## src/rtl/snake_pkg.sv

```systemverilog
// -----------------------------------------------------------------------------
// snake_pkg
// Shared definitions for the snake game: the direction encoding, its 2-bit
// type and a helper that returns the opposite direction. The game top level,
// the snake engine and dir_input_ctrl all import this package.
// -----------------------------------------------------------------------------
package snake_pkg;

    typedef logic [1:0] dir_t;

    // Opposite pairs differ only in bit 0 (LEFT/RIGHT, UP/DOWN).
    localparam dir_t DIR_LEFT  = 2'd0;
    localparam dir_t DIR_RIGHT = 2'd1;
    localparam dir_t DIR_UP    = 2'd2;
    localparam dir_t DIR_DOWN  = 2'd3;

    function automatic dir_t opposite(input dir_t d);
        return d ^ 2'b01;
    endfunction

endpackage

```

## src/rtl/btn_debounce.sv

```systemverilog
// -----------------------------------------------------------------------------
// btn_debounce
// Conditions one raw push-button: 2-flop synchroniser, debounce counter that
// accepts a level change only after DEBOUNCE_CYCLES consecutive differing
// samples, and a one-clock pulse on each 0->1 change of the debounced level.
//
// Ports:
//   clk      system clock
//   rst      asynchronous reset, active-high
//   btn_i    raw asynchronous button level
//   press_o  one-clock pulse on a debounced rising edge
// -----------------------------------------------------------------------------
module btn_debounce #(
    parameter int DEBOUNCE_CYCLES = 1000000,
    parameter int CNT_W           = 20
) (
    input  logic clk,
    input  logic rst,
    input  logic btn_i,
    output logic press_o
);

    logic             sync1_q;
    logic             sync2_q;
    logic             stable_q;
    logic             stable_d;
    logic             prev_q;
    logic [CNT_W-1:0] cnt_q;
    logic [CNT_W-1:0] cnt_d;

    // The counter only runs while the synced level disagrees with the stable
    // level; any agreement (a bounce back) restarts the count from zero.
    always_comb begin
        stable_d = stable_q;
        cnt_d    = cnt_q;
        if (sync2_q == stable_q) begin
            cnt_d = '0;
        end else if (cnt_q == CNT_W'(DEBOUNCE_CYCLES - 1)) begin
            stable_d = ~stable_q;
            cnt_d    = '0;
        end else begin
            cnt_d = cnt_q + 1'b1;
        end
    end

    always_ff @(posedge clk or posedge rst) begin
        if (rst) begin
            sync1_q  <= 1'b0;
            sync2_q  <= 1'b0;
            stable_q <= 1'b0;
            prev_q   <= 1'b0;
            cnt_q    <= '0;
        end else begin
            sync1_q  <= btn_i;
            sync2_q  <= sync1_q;
            stable_q <= stable_d;
            prev_q   <= stable_q;
            cnt_q    <= cnt_d;
        end
    end

    // High for exactly the one cycle after the stable level rises.
    assign press_o = stable_q & ~prev_q;

endmodule

```

## src/rtl/dir_input_ctrl.sv

```systemverilog
// -----------------------------------------------------------------------------
// dir_input_ctrl
// Producer side of the player-direction interface. Four debounced buttons
// generate candidate turns; legal turns (not a repeat, not a reversal of the
// most recent direction) are buffered in a small FIFO that the game engine
// drains one entry per game step.
//
// Strobe semantics: tick_i, restart_i, any_press_o and overflow_o are all
// single-cycle pulses with no backpressure. tick_i pops one turn when the
// queue is non-empty and is otherwise ignored; restart_i wins over every
// other same-cycle event.
//
// Ports:
//   clk, rst        clock, asynchronous active-high reset
//   btn_u/l/d/r     raw asynchronous buttons
//   tick_i          pop one queued turn into dir_o
//   restart_i       empty the queue and return to RIGHT
//   dir_o           current direction (0=LEFT 1=RIGHT 2=UP 3=DOWN)
//   q_count_o       number of queued turns
//   any_press_o     pulse on any debounced press, accepted or not
//   overflow_o      pulse when a legal press is dropped on a full queue
// -----------------------------------------------------------------------------
module dir_input_ctrl
    import snake_pkg::*;
#(
    parameter int DEBOUNCE_CYCLES = 1000000,
    parameter int CNT_W           = 20,
    parameter int QUEUE_DEPTH     = 4
) (
    input  logic                           clk,
    input  logic                           rst,
    input  logic                           btn_u,
    input  logic                           btn_l,
    input  logic                           btn_d,
    input  logic                           btn_r,
    input  logic                           tick_i,
    input  logic                           restart_i,
    output logic [1:0]                     dir_o,
    output logic [$clog2(QUEUE_DEPTH):0]   q_count_o,
    output logic                           any_press_o,
    output logic                           overflow_o
);

    localparam int PTR_W = $clog2(QUEUE_DEPTH);
    localparam int CW    = PTR_W + 1;

    // press[0]=U, [1]=L, [2]=D, [3]=R; index order is also priority order.
    logic [3:0] press;

    btn_debounce #(.DEBOUNCE_CYCLES(DEBOUNCE_CYCLES), .CNT_W(CNT_W)) u_db_u (
        .clk(clk), .rst(rst), .btn_i(btn_u), .press_o(press[0]));
    btn_debounce #(.DEBOUNCE_CYCLES(DEBOUNCE_CYCLES), .CNT_W(CNT_W)) u_db_l (
        .clk(clk), .rst(rst), .btn_i(btn_l), .press_o(press[1]));
    btn_debounce #(.DEBOUNCE_CYCLES(DEBOUNCE_CYCLES), .CNT_W(CNT_W)) u_db_d (
        .clk(clk), .rst(rst), .btn_i(btn_d), .press_o(press[2]));
    btn_debounce #(.DEBOUNCE_CYCLES(DEBOUNCE_CYCLES), .CNT_W(CNT_W)) u_db_r (
        .clk(clk), .rst(rst), .btn_i(btn_r), .press_o(press[3]));

    dir_t             fifo_q [QUEUE_DEPTH];
    logic [PTR_W-1:0] wr_ptr_q, wr_ptr_d;
    logic [PTR_W-1:0] rd_ptr_q, rd_ptr_d;
    logic [CW-1:0]    count_q,  count_d;
    dir_t             dir_q,    dir_d;
    logic             any_press_q, any_press_d;
    logic             overflow_q,  overflow_d;

    dir_t             cand;
    dir_t             last;
    logic             press_valid;
    logic             legal;
    logic             full;
    logic             pop;
    logic             push;

    // Fixed-priority pick of a single candidate; losers are dropped.
    always_comb begin
        press_valid = |press;
        cand        = DIR_RIGHT;
        if (press[0])      cand = DIR_UP;
        else if (press[1]) cand = DIR_LEFT;
        else if (press[2]) cand = DIR_DOWN;
        else if (press[3]) cand = DIR_RIGHT;
    end

    // The reference is the most recently queued turn (tail), not the head:
    // a new press must be legal relative to where the snake will be heading
    // after everything already queued. Taken before any same-cycle pop.
    always_comb begin
        full  = (count_q == CW'(QUEUE_DEPTH));
        last  = (count_q != '0) ? fifo_q[wr_ptr_q - PTR_W'(1)] : dir_q;
        legal = press_valid && (cand != last) && (cand != opposite(last));
        pop   = tick_i && (count_q != '0);
        // A full queue still takes the press when a pop frees a slot.
        push  = legal && (!full || pop);
    end

    always_comb begin
        wr_ptr_d    = wr_ptr_q;
        rd_ptr_d    = rd_ptr_q;
        count_d     = count_q;
        dir_d       = dir_q;
        any_press_d = press_valid;
        overflow_d  = 1'b0;
        if (restart_i) begin
            wr_ptr_d = '0;
            rd_ptr_d = '0;
            count_d  = '0;
            dir_d    = DIR_RIGHT;
        end else begin
            overflow_d = legal && full && !pop;
            if (pop) begin
                dir_d    = fifo_q[rd_ptr_q];
                rd_ptr_d = rd_ptr_q + 1'b1;
            end
            if (push) begin
                wr_ptr_d = wr_ptr_q + 1'b1;
            end
            case ({push, pop})
                2'b10:   count_d = count_q + 1'b1;
                2'b01:   count_d = count_q - 1'b1;
                default: count_d = count_q;
            endcase
        end
    end

    always_ff @(posedge clk or posedge rst) begin
        if (rst) begin
            for (int i = 0; i < QUEUE_DEPTH; i++) begin
                fifo_q[i] <= DIR_LEFT;
            end
            wr_ptr_q    <= '0;
            rd_ptr_q    <= '0;
            count_q     <= '0;
            dir_q       <= DIR_RIGHT;
            any_press_q <= 1'b0;
            overflow_q  <= 1'b0;
        end else begin
            if (push && !restart_i) begin
                fifo_q[wr_ptr_q] <= cand;
            end
            wr_ptr_q    <= wr_ptr_d;
            rd_ptr_q    <= rd_ptr_d;
            count_q     <= count_d;
            dir_q       <= dir_d;
            any_press_q <= any_press_d;
            overflow_q  <= overflow_d;
        end
    end

    assign dir_o       = dir_q;
    assign q_count_o   = count_q;
    assign any_press_o = any_press_q;
    assign overflow_o  = overflow_q;

endmodule

```

## config.mk

```make
export PLATFORM = sky130hd
export DESIGN_NAME = dir_input_ctrl
export DESIGN_NICKNAME = d
export VERILOG_FILES = /design/src/rtl/snake_pkg.sv /design/src/rtl/btn_debounce.sv /design/src/rtl/dir_input_ctrl.sv
export SDC_FILE = /design/constraint.sdc
export NUM_CORES = 1
export LEC_CHECK = 0
export BUFFER_PORTS_ARGS = -buffer_cell sky130_fd_sc_hd__buf_2
export CAP_MARGIN = 40
export CORE_ASPECT_RATIO = 0.7
export CORE_MARGIN = 1.5
export CORE_UTILIZATION = 60
export CTS_BUF_LIST = sky130_fd_sc_hd__clkbuf_2 sky130_fd_sc_hd__clkbuf_4 sky130_fd_sc_hd__clkbuf_8
export CTS_CLUSTER_SIZE = 40
export DETAILED_ROUTE_END_ITERATION = 8
export HOLD_SLACK_MARGIN = 0.02
export PLACE_DENSITY_LB_ADDON = 0.12
export SLEW_MARGIN = 20
export SYNTH_ARGS = -nofsm -noshare
export SYNTH_HDL_FRONTEND = slang
export SYNTH_SLANG_ARGS = --single-unit
```

## constraint.sdc

```tcl
create_clock -name clk -period 4.7 [get_ports clk]
set_clock_uncertainty 0.15 [all_clocks]
set_input_delay 0.47 -clock clk [delete_from_list [all_inputs] [get_ports clk]]
set_output_delay 0.47 -clock clk [all_outputs]
set_load 0.01 [all_outputs]
```

[Word-level counts from Yosys, hierarchy flattened]
Index checks and enable logic that the tools add are counted.
Widths: inputs -> output; s select.
Word-level totals
  input port bits: 8
  output and inout port bits: 7
  register bits after elaboration: 115
Operators by class
  equality and inequality tests: 13
  $lt $le $gt $ge: 4
  reductions and logical operators: 21
  multiplexer cells: 30
  $add $sub $neg: 9
  bitwise gates (word level): 20
Operator list (number)
  $mux 20: 8
  $add 20x1->20 const B: 4
  $eq 20x20->1 const B: 4
  $mux 2: 15
  $not 1->1: 13
  $ge 3x3->1 const B: 3
  $not 2->3: 3
  $bmux 2 s2: 2
  $bwmux 8: 1
  $logic_and 1x1->1: 8
  $reduce_and 2->1: 4
  $pmux 3 s2: 1
  $reduce_bool 3->1: 2
  $add 2x1->2 const B: 2
  $and 1x1->1: 4
  $demux 2 s2: 1
  $eq 1x1->1: 4
  $ne 2x2->1: 2
  $reduce_bool 2->1: 2
  $reduce_or 4->1: 1
  $add 3x1->3 const B: 1
  $eq 3x3->1 const B: 1
  $logic_not 1->1: 3
  $lt 3x1->1 const B: 1
  other kinds (7): 7

[Depth between registers and ports, before layout]
Gate-level depths: netlist (run 1).
  depth after elaboration: 13
  gate-level depth with buffers: 9
  depth with buffers taken out: 9

[Cells and area by module]
A second synthesis (run 1) with hierarchy kept.
Second synthesis, totals
  cells, all modules: 533
  area, all modules: 5886.9 µm²
Modules (own cells, without submodules)
  btn_debounce: area an instance 1181.1 µm², cells each 110, instances 4, seq. area each 600.6 µm²
  dir_input_ctrl: area an instance 1162.4 µm², cells each 93, instances 1, seq. area each 476.7 µm²

[Worst setup path after synthesis (run 1)]
OpenSTA, ideal clock, no wires.
  path kind: flip-flop to flip-flop
  start point: register wr_ptr_q[0]
  end point: register count_q[2] (netlist: q_count_o[2])
  cell stages (with the launch flop): 10
  buffers on the path: 0
  path slack: 2.155 ns
  period minus slack after synthesis: 2.545 ns
  required time: 4.423 ns
  data arrival time: 2.268 ns
  cell sequence: dfrtp_1 inv_1 ha_1 mux4_2 xor2_1 a21oi_1 fa_1 nand3_1 a2bb2oi_2 mux2_1
On the way
  longest elaborated chain between the ends: 13
  elaborated cells between the ends (all ways): 17
Ends and longest elaborated chain
  start, declared: RTL line dir_input_ctrl.sv:60  | logic [PTR_W-1:0] wr_ptr_q, wr_ptr_d;
  start signal, assigned: RTL line dir_input_ctrl.sv:141  | wr_ptr_q <= wr_ptr_d;
  $sub 2x1->2 (*): RTL line dir_input_ctrl.sv:90  | last = (count_q != '0) ? fifo_q[wr_ptr_q - PTR_W'(1)] : dir_q;
  $not 2->3 (implied by the code) (*): RTL line dir_input_ctrl.sv:90
  $bmux 2 s2 (*): RTL line dir_input_ctrl.sv:90
  $mux 2 (implied by the code) (*) (2 in a row): RTL line dir_input_ctrl.sv:90
  $mux 2 (*): RTL line dir_input_ctrl.sv:90
  $ne 2x2->1 or $not 1->1 (tied branches)
  $logic_and 1x1->1 or $ne 2x2->1 (tied branches): RTL line dir_input_ctrl.sv:91  | legal = press_valid && (cand != last) && (cand != opposite(last));
  $logic_and 1x1->1 (*): RTL line dir_input_ctrl.sv:91
  $logic_and 1x1->1 (*): RTL line dir_input_ctrl.sv:94  | push = legal && (!full || pop);
  $eq 2x1->1 or $eq 2x2->1 (tied branches): RTL line dir_input_ctrl.sv:118  | case ({push, pop})
  $pmux 3 s2: RTL line dir_input_ctrl.sv:118
  $mux 3: RTL line dir_input_ctrl.sv:104  | if (restart_i) begin
  end signal, assigned: RTL line dir_input_ctrl.sv:143  | count_q <= count_d;
  end, declared: RTL line dir_input_ctrl.sv:62  | logic [CW-1:0] count_q, count_d;
Mark *: on every way between the ends. The rest lies on a longest branch, timed or not. The select of a mux whose other input is x is not followed.
A chain may end at the register's enable or synchronous reset.

[Worst setup path after layout (run 1)]
Same ends and word-level chain as after synthesis.

==> results of run 1 <==
[stage by stage]
stage          util [%]  power [mW]  cells  setup slack, ns
6_report           70.8        2.21    664             1.92
5_1_grt            70.8        2.31    664             1.71
4_1_cts            70.8        2.23    664             1.91
3_5_place_dp       65.2        1.24    627             1.96
3_3_place_gp       64.8        1.23    626             2.05
2_1_floorplan         -        1.19    502             1.04
[worst paths after layout]
path                                               start                   endpoint  slack, ns  cells after the start
worst max-delay path             wr_ptr_q[0]$_DFFE_PP0P_   q_count_o[2]$_DFFE_PP0P_       1.92                      9
worst min-delay path            u_db_l.sync1_q$_DFF_PP0_   u_db_l.sync2_q$_DFF_PP0_       0.20                      0
worst max register to register   wr_ptr_q[0]$_DFFE_PP0P_   q_count_o[2]$_DFFE_PP0P_       1.92                      9
worst min register to register  u_db_l.sync1_q$_DFF_PP0_   u_db_l.sync2_q$_DFF_PP0_       0.20                      0
max in group asynchronous                            rst       dir_o[0]$_DFFE_PP1P_       3.24                      4
min in group asynchronous                            rst  u_db_u.cnt_q[1]$_DFF_PP0_       0.44                      3
[timing repair]
item                      CTS  global route
hold endpoints to repair   33             0
gates resized for setup     0             0
hold buffers                5             0
[routing by layer]
layer	share of wire (%)	vias up	track usage (%)	routed length, um
met5	0	-	0	0
met4	0.58	0	10.5	54
met3	2.8	6	5.55	264
met2	45	55	32.6	4210
met1	51	1731	31.1	4750
li1	-	1732	-	-
[sequential cells by signal (all words and copies together) (netlist names), 2 cells and up]
signal	count
u_db_l.cnt_q	20
u_db_d.cnt_q	20
dir_o	2
wr_ptr_q	2
fifo_q	8
rd_ptr_q	2
u_db_r.cnt_q	20
q_count_o	3
u_db_u.cnt_q	20
[placed cells by master, fill, tap and decap left out, types with 6 or more instances in the layout]
cell type  synthesis  routed
and4_1             6       6
buf_2              6      14
clkbuf_8           0      19
clkinv_2           0       6
dfrtp_1          114     114
ha_1               8       8
inv_1             15      14
mux2_1             8       8
nand2_1           28      28
nand2b_1           8       8
nand3_1           40      40
nand3b_1           6       6
nand4_1           12      12
nor2_1           103     103
nor4_1            12      12
xnor2_1           33      33
xor2_1            48      48
[report_power, final]
part           internal, mW  leakage (nW)  switching [mW]  total (mW)
sequential             1.02          1.57          0.0342        1.05
combinational        0.0720         0.907          0.0968       0.169
clock                 0.612         0.226           0.371       0.983
[area by class of cell]
class,instances,area share (%)
clock buffer,21,4.57
sequential,115,47.6
clock inverter,11,2.60
inverter,15,0.971
timing repair buffer,21,2.56
multi-input combinational,361,39.3
tap,120,2.48
[logic make-up after synthesis]
group                    share of synthesized area [%]
XOR/XNOR                                          13.2
adder cells (fa/ha/maj)                           2.24
buffers and inverters                             2.03
AND/OR/NAND/NOR                                   23.1
flip-flops                                        53.7
multiplexers                                      4.55
AO/OA/AOI/OAI                                     1.21
==> summary.txt, run 1 <==
Status
  – Run status: complete, no violations

Timing
  – Transition time at the pin with the least slew margin: 0.823 ns
  – Time the final worst path needs with I/O delays and setup: 2.78 ns
  – Slew headroom: 44.7%
  – Unrepaired setup endpoints after global routing: false
  – Slew Viols, Final: 0
  – Hold Vio Cnt, Final: 0
  – Final-layout worst hold slack: 0.199 ns
  – TNS Setup: 0 ns
  – Total of endpoints with negative setup slack in the final report: 0
  – Highest Clock Rate: 360 MHz
  – Final worst path period share: 59.1%

Detailed routing
  – Sum of routed wire length over all layers: 9.27 mm
  – Mean routed wirelength per cell: 14.0 um
  – DR DRC count: 0
  – Detailed-route vias per instance: 5.31
  – First-pass DRT Iterations: 4
  – Post-route ant nets: 0
  – Starting DRC count in detailed routing: 249
  – Total via count in the routed design: 3,524

Placed design
  – Quantity of I/O buffers inserted on ports: 14
  – Cell area after placement: 5570 sq um
  – Global placer's final weighted congestion: 0.792
  – HPWL reported at the end of detailed placement: 6.28 mm

Cells and area
  – Storage element area: 2880 sq um
  – Number of diodes added for antenna fixing: 0
  – Layout Nets: 548
  – Post-route cell area: 6050 sq um
  – Area growth from synthesis to layout: 12.8%
  – Multi-input gate area in the final layout: 2380 sq um
  – Fraction of layout instances using a drive strength above 1: 13.2%
  – Fill cell total of the finished layout: 637

Global route
  – Global Route Usage Sum: 22.1%
  – Vias in the first global route: 3,446
  – Antenna violations before repair: 0
  – Largest net degree at the start of global routing: 61
  – First-pass GRT wire length: 16.0 mm
  – Gr ovfl total: 0

Critical path
  – Worst Path Buf+Inv: 1
  – Worst path top cell family by delay: multiplexers
  – Crit path capture type: flop
  – Critical path startpoint category: flop
  – Arrival time of data at the critical path endpoint: 2.93 ns
  – CP Cell Sequence: inv_1, ha_1, mux4_2, xor2_1, a21oi_1, fa_1, nand3_1, a2bb2oi_2, mux2_1
  – Start-to-end type of the worst setup path: flop to flop
  – Critical path's slowest cell: dfrtp_1
  – Data required time of the worst path: 4.85 ns
  – Worst-path maximum fanout: 4
  – CP max stage delay: 0.41 ns

Floorplan
  – Ports: 15
  – Chip width: 116 um
  – Placeable core region: 8550 sq um
  – Effective utilization at floorplan: 62.8%
  – Number of placement rows: 28
  – DIE AREA: 9530 sq um
  – Die span in y: 82.1 um

Job
  – Reported max-cap violation count: 0

Synth
  – Synthesized instance count: 502
  – Cell taking the most area after synthesis: dfrtp_1
  – Top-count cell post-synth: dfrtp_1
  – Yosys warns: 0
  – Fraction of post-synthesis cell area in the top cell type by area: 53.2%
  – FFs w/ async S/R, synth: 100%
  – Post-synth design cell area: 5370 sq um
  – Main synth FF type: dfrtp_1
  – Net count of the mapped netlist: 519
  – Top cells by instance count after synthesis: 114 x dfrtp_1, 103 x nor2_1, 48 x xor2_1, 40 x nand3_1, 33 x xnor2_1
  – Number of flops mapped to enable cells by yosys: 0
  – Top post-synthesis cells by area: dfrtp_1 53%, xor2_1 7.8%, nor2_1 7.2%
  – Distinct cell type count of the synthesized netlist: 39
  – Register bit count reported by yosys: 115
  – Fraction of the yosys area taken by sequential cells: 53.7%
  – Synthesized area per cell: 10.7 sq um

Clock tree
  – Inserted Clock Buffers: 17
  – Post-CTS setup buffer count: 0
  – CTS tree: yes
  – H-tree levels: 4
  – Clock transition time at the flip-flop clock pins of the worst setup and hold paths: 0.06 ns
  – Clock sink count: 115
  – Clock root buffer master: clkbuf_8
  – Number of buffers between clock root and the deepest sink: 2
  – Clock latency of the later-clocked register in the worst-skew pair: 0.42 ns

Pwr
  – Power density cells: 364 nW/um^2
  – Leakage power: 2.71 nW
  – Peak ir drop on the vdd network: 0.428 mV

Min path
  – Worst hold path class: flop to flop
(Power assumes the default switching activity.)
==> inputs of run 2 (changes only) <==
==> constraint.sdc (replaced) <==
create_clock -name clk -period 2.65 [get_ports clk]
set_clock_uncertainty 0.15 [all_clocks]
set_input_delay 0.265 -clock clk [delete_from_list [all_inputs] [get_ports clk]]
set_output_delay 0.265 -clock clk [all_outputs]
set_load 0.01 [all_outputs]
==> run 2 against run 1 <==
  * Non-clock buffer count up 9
  * Routed wire length grew 5.4%
  * Clock-buffer cell count increased by 1
==> summary.txt, run 2 (synthesis results as in run 1) <==
Clock tree
  – CTS tree: yes
  – Clock sink count: 115
  – Number of buffers between clock root and the deepest sink: 2
  – Clock latency of the later-clocked register in the worst-skew pair: 0.42 ns
  – Clock root buffer master: clkbuf_8
  – Clock transition time at the flip-flop clock pins of the worst setup and hold paths: 0.07 ns
  – Inserted Clock Buffers: 17
  – H-tree levels: 4

Critical path
  – Arrival time of data at the critical path endpoint: 2.69 ns
  – Launch instance of the worst register-to-register path: wr_ptr_q[0]$_DFFE_PP0P_
  – Start-to-end type of the worst setup path: flop to flop
  – Critical path startpoint category: flop
  – Data required time of the worst path: 2.80 ns
  – Length in cells of the worst reg-to-reg path: 8
  – Crit path capture type: flop
  – Worst-path maximum fanout: 6
  – Terminus of the critical flop-to-flop path: fifo_q[1]$_DFFE_PP0P_
  – Setup slack of the most critical reg-to-reg path: 0.11 ns

Cells and area
  – Area growth from synthesis to layout: 16.0%
  – Fraction of layout instances using a drive strength above 1: 16.1%
  – Storage element area: 2880 sq um
  – Highest-count cells in the layout ignoring fill and taps: 114 x dfrtp_1, 103 x nor2_1, 47 x xor2_1
  – Most common library cell in the layout ignoring fill and taps: dfrtp_1
  – Layout Nets: 557
  – Fill cell total of the finished layout: 625
  – Multi-input gate area in the final layout: 2440 sq um
  – Number of diodes added for antenna fixing: 0

Placed design
  – Global placer's final weighted congestion: 0.804
  – Quantity of I/O buffers inserted on ports: 14
  – HPWL reported at the end of detailed placement: 6.28 mm

Global route
  – Global Route Usage Sum: 22.8%
  – Largest net degree at the start of global routing: 63
  – Vias in the first global route: 3,456
  – Gr ovfl total: 0
  – Antenna violations before repair: 0
  – First-pass GRT wire length: 16.5 mm

Floorplan
  – DIE AREA: 9530 sq um
  – Effective utilization at floorplan: 62.8%
  – Die span in y: 82.1 um
  – Number of placement rows: 28
  – Chip width: 116 um
  – Ports: 15
  – Placeable core region: 8550 sq um

Pwr
  – Peak ir drop on the vdd network: 0.341 mV
  – Cell internal power dissipation: 3.16 mW
  – Fraction of power spent switching nets: 22.8%
  – Total Power Consumption: 4.09 mW
  – Leakage power: 2.78 nW
  – Gate power share: 7.9%
  – Power density cells: 658 nW/um^2
  – Sequential share of power: 45.7%
  – Net Switching: 0.932 mW
  – Power share of the clock group: 46.4%

Detailed routing
  – Sum of routed wire length over all layers: 9.77 mm
  – Starting DRC count in detailed routing: 161
  – Post-route ant nets: 0
  – DR DRC count: 0
  – Detailed-route vias per instance: 5.35
  – Mean routed wirelength per cell: 14.5 um
  – Total via count in the routed design: 3,600
  – First-pass DRT Iterations: 4

Job
  – Reported max-cap violation count: 0

Timing
  – Slew headroom: 59.2%
  – Unrepaired setup endpoints after global routing: false
  – Time the final worst path needs with I/O delays and setup: 2.54 ns
  – Total of endpoints with negative setup slack in the final report: 0
  – Slew Viols, Final: 0
  – Hold Vio Cnt, Final: 0
  – Highest Clock Rate: 394 MHz
  – Final worst path period share: 95.7%
  – Transition time at the pin with the least slew margin: 0.608 ns
  – Final-layout worst hold slack: 0.0554 ns

Min path
  – Cells on Worst Hold Path: 3
  – Hold path start: tick_i
  – Worst hold path class: input pin to flop
  – Hold path endpoint: q_count_o[0]$_DFFE_PP0P_

Status
  – Run status: complete, no violations
-- run 2: worst max-delay path by stage --
stage / cells past startpoint / slack, ns / to / start
after detailed placement: 8 / -0.004 / fifo_q[6]$_DFFE_PP0P_ / wr_ptr_q[1]$_DFFE_PP0P_
after CTS: 8 / 0.005 / fifo_q[1]$_DFFE_PP0P_ / wr_ptr_q[1]$_DFFE_PP0P_
final: 8 / 0.11 / fifo_q[1]$_DFFE_PP0P_ / wr_ptr_q[0]$_DFFE_PP0P_
after global routing: 8 / 0.005 / fifo_q[1]$_DFFE_PP0P_ / wr_ptr_q[0]$_DFFE_PP0P_
after floorplan: 9 / 0.10 / q_count_o[2]$_DFFE_PP0P_ / wr_ptr_q[0]$_DFFE_PP0P_
after global placement: 9 / 0.17 / q_count_o[2]$_DFFE_PP0P_ / wr_ptr_q[1]$_DFFE_PP0P_
-- run 2: timing repair --
action | in CTS | in global routing
hold buffers | 5 | 0
gates resized for setup | 1 | 10
endpoints found under the hold margin | 118 | 0
gates cloned | 0 | 0
setup endpoints to repair | 2 | 9
buffers inserted | 0 | 5
pin swaps | 0 | 1
-- run 2: per-stage QoR --
stage / setup TNS [ns] / instance area [sq um] / setup WS (ns) / util (%) / instances
floorplan: 0 / 5370 / 0.105 / - / 502
global placement: 0 / 5610 / 0.166 / 65.6 / 631
detailed placement: -0.00718 / 5610 / -0.00395 / 65.6 / 631
CTS: 0 / 6130 / 0.00466 / 71.7 / 668
global route: 0 / 6230 / 0.00490 / 72.8 / 673
finish: 0 / 6230 / 0.114 / 72.8 / 673
-- run 2: power groups by stage --
| stage | clock network (mW) | registers, mW | logic, mW |
|---|---|---|---|
| after detailed placement | 0 | 1.90 | 0.304 |
| after global routing | 2.02 | 1.88 | 0.367 |
| after CTS | 1.94 | 1.87 | 0.314 |
| after global placement | 0 | 1.90 | 0.296 |
| after floorplan | 0 | 1.90 | 0.211 |
| final | 1.90 | 1.87 | 0.325 |
-- run 2: area by class of cell --
class                      count  area share (%)
clock buffer                  22            4.66
inverter                      15           0.965
clock inverter                10            2.85
tap                          120            2.41
multi-input combinational    361            39.2
sequential                   115            46.2
timing repair buffer          30            3.66
-- run 2: routing by layer --
layer | GRT usage (%) | part of all wire, % | vias to the layer above
li1 | - | - | 1756
met1 | 31.6 | 49 | 1770
met2 | 34.4 | 46 | 60
met3 | 7.23 | 3.7 | 14
met4 | 7.93 | 1.1 | 0
met5 | 0 | 0 | -
-- run 2: worst max-delay path, cell delays in order (launching register included) --
cell and delay, ns:
dfrtp_1 0.40, inv_2 0.12, ha_4 0.22, mux4_2 0.36
mux2i_4 0.21, xnor2_2 0.16, nand3_4 0.19, nor3b_4 0.25
mux2_1 0.35
==> inputs of run 3 (changes only) <==
==> constraint.sdc (replaced) <==
create_clock -name clk -period 2.8 [get_ports clk]
set_clock_uncertainty 0.15 [all_clocks]
set_input_delay 0.28 -clock clk [delete_from_list [all_inputs] [get_ports clk]]
set_output_delay 0.28 -clock clk [all_outputs]
set_load 0.01 [all_outputs]
==> run 3 against run 2 <==
  * Register-to-register slack gained 0.06 ns
  * Global-route usage shrank 0.55 points
  * Sequential share of layout area grew 1.1 points
  * Largest cell class unchanged
  * Via count shrank 0.14%
  * Critical endpoint is now q_count_o[2]$_DFFE_PP0P_
  * Combinational power shrank 12%
  * Largest power group is now sequential cells
==> summary.txt, run 3 (synthesis results as in run 1) <==
Status
  – Run status: complete, no violations

Pwr
  – Power density cells: 590 nW/um^2
  – Leakage power: 2.71 nW
  – Peak ir drop on the vdd network: 0.392 mV

Floorplan
  – DIE AREA: 9530 sq um
  – Chip width: 116 um
  – Number of placement rows: 28
  – Effective utilization at floorplan: 62.8%
  – Ports: 15
  – Die span in y: 82.1 um
  – Placeable core region: 8550 sq um

Timing
  – Highest Clock Rate: 381 MHz
  – Hold Vio Cnt, Final: 0
  – Final worst path period share: 93.8%
  – Minimum setup slack in the final design: 0.175 ns
  – Time the final worst path needs with I/O delays and setup: 2.63 ns
  – Total of endpoints with negative setup slack in the final report: 0
  – Transition time at the pin with the least slew margin: 0.590 ns
  – Slew headroom: 60.6%
  – TNS Setup: 0 ns
  – Slew Viols, Final: 0
  – Unrepaired setup endpoints after global routing: false

Critical path
  – Setup slack of the most critical reg-to-reg path: 0.17 ns
  – Critical path startpoint category: flop
  – Arrival time of data at the critical path endpoint: 2.79 ns
  – Worst-path maximum fanout: 4
  – Worst Path Buf+Inv: 1
  – CP max stage delay: 0.40 ns
  – Data required time of the worst path: 2.96 ns
  – Start-to-end type of the worst setup path: flop to flop
  – Startpoint of the most critical setup path: wr_ptr_q[1]$_DFFE_PP0P_
  – Terminus of the critical flop-to-flop path: q_count_o[2]$_DFFE_PP0P_
  – Worst path top cell family by delay: adder cells
  – Launch instance of the worst register-to-register path: wr_ptr_q[1]$_DFFE_PP0P_
  – Crit path capture type: flop
  – Length in cells of the worst reg-to-reg path: 9
  – CP Cell Sequence: inv_1, ha_1, mux4_2, xor2_1, a21oi_1, fa_1, nand3_1, a2bb2oi_2, mux2_1
  – Critical path's slowest cell: fa_1

Cells and area
  – Fraction of layout instances using a drive strength above 1: 14.1%
  – Highest-count cells in the layout ignoring fill and taps: 114 x dfrtp_1, 103 x nor2_1, 48 x xor2_1
  – Storage element area: 2880 sq um
  – Fill cell total of the finished layout: 679
  – Post-route cell area: 6080 sq um
  – Fin util: 71.1%
  – Most common library cell in the layout ignoring fill and taps: dfrtp_1
  – Number of diodes added for antenna fixing: 0
  – Multi-input gate area in the final layout: 2410 sq um
  – Layout Nets: 552
  – Area growth from synthesis to layout: 13.3%

Detailed routing
  – Sum of routed wire length over all layers: 9.51 mm
  – Mean routed wirelength per cell: 14.2 um
  – Detailed-route vias per instance: 5.38
  – DR DRC count: 0
  – Post-route ant nets: 0
  – Total via count in the routed design: 3,595
  – First-pass DRT Iterations: 5
  – Starting DRC count in detailed routing: 218

Placed design
  – Quantity of I/O buffers inserted on ports: 14
  – Cell area after placement: 5570 sq um
  – Global placer's final weighted congestion: 0.773
  – Worst slack at placement: 0.133 ns
  – HPWL reported at the end of detailed placement: 6.04 mm

Clock tree
  – Clock latency of the later-clocked register in the worst-skew pair: 0.43 ns
  – Clock root buffer master: clkbuf_8
  – H-tree levels: 4
  – Inserted Clock Buffers: 17
  – Clock sink count: 115
  – Clock transition time at the flip-flop clock pins of the worst setup and hold paths: 0.07 ns
  – Number of buffers between clock root and the deepest sink: 2
  – CTS tree: yes

Global route
  – First-pass GRT wire length: 16.0 mm
  – Antenna violations before repair: 0
  – Global Route Usage Sum: 22.3%
  – Largest net degree at the start of global routing: 116
  – Vias in the first global route: 3,461
  – Gr ovfl total: 0

Min path
  – Cells on Worst Hold Path: 2
  – Hold path start: restart_i
  – Worst hold path class: input pin to flop
  – Hold path endpoint: rd_ptr_q[0]$_DFFE_PP0P_

Job
  – Reported max-cap violation count: 0
-- run 3: where the power goes --
part / leakage, nW / switching (mW) / internal [mW]
Combinational: 0.944 / 0.157 / 0.129
Sequential: 1.57 / 0.0580 / 1.71
Clock: 0.188 / 0.713 / 0.821
-- run 3: per-stage QoR --
| step | hold WS [ns] | total power, mW | std cells |
|---|---|---|---|
| after floorplan | 0.161 | 2.00 | 502 |
| after global placement | 0.186 | 2.07 | 628 |
| after detailed placement | 0.196 | 2.08 | 628 |
| after CTS | 0.0655 | 3.62 | 666 |
| after global routing | 0.119 | 3.75 | 668 |
| final | 0.125 | 3.59 | 668 |
-- run 3: layout make-up --
cell class	count	share of cell area (%)
inverters	15	0.988
multi-input cells	361	39.6
flip-flops and latches	115	47.4
clock buffers	18	4.07
well taps	120	2.47
repair buffers	25	2.96
clock inverters	14	2.55
-- run 3: layer usage --
metal,wire (um),GRT usage (%),vias to the layer above
met5,0,0,-
met4,48,8.78,0
met3,417,7.66,4
met2,4380,31.6,76
met1,4670,31.6,1768
li1,-,-,1747
-- run 3: worst max-delay path by stage --
| stage | endpoint | slack [ns] | cells past startpoint |
|---|---|---|---|
| 5_1_grt | fifo_q[3]$_DFFE_PP0P_ | 0.05 | 8 |
| 2_1_floorplan | q_count_o[2]$_DFFE_PP0P_ | 0.25 | 9 |
| 3_3_place_gp | q_count_o[2]$_DFFE_PP0P_ | 0.23 | 9 |
| 3_5_place_dp | fifo_q[1]$_DFFE_PP0P_ | 0.13 | 8 |
| 4_1_cts | fifo_q[1]$_DFFE_PP0P_ | 0.12 | 8 |
| 6_report | q_count_o[2]$_DFFE_PP0P_ | 0.17 | 9 |
-- run 3: repair_timing --
item / 4_1_cts / 5_1_grt
endpoints found under the hold margin: 119 / 0
hold buffers: 6 / 0
buffers inserted: 0 / 2
endpoints found under the setup margin: 0 / 7
gates resized for setup: 0 / 5
-- run 3: worst reg2reg max path: cells and delay by family (launching register included) --
kind	cells	cell delay, ns
adders and majority gates	2	0.71
DFF	1	0.39
muxes	2	0.67
AOI/OAI and AO/OA	2	0.26
buffers and inverters	1	0.08
xor gates and xnor gates	1	0.16
and+or+nand+nor	1	0.10
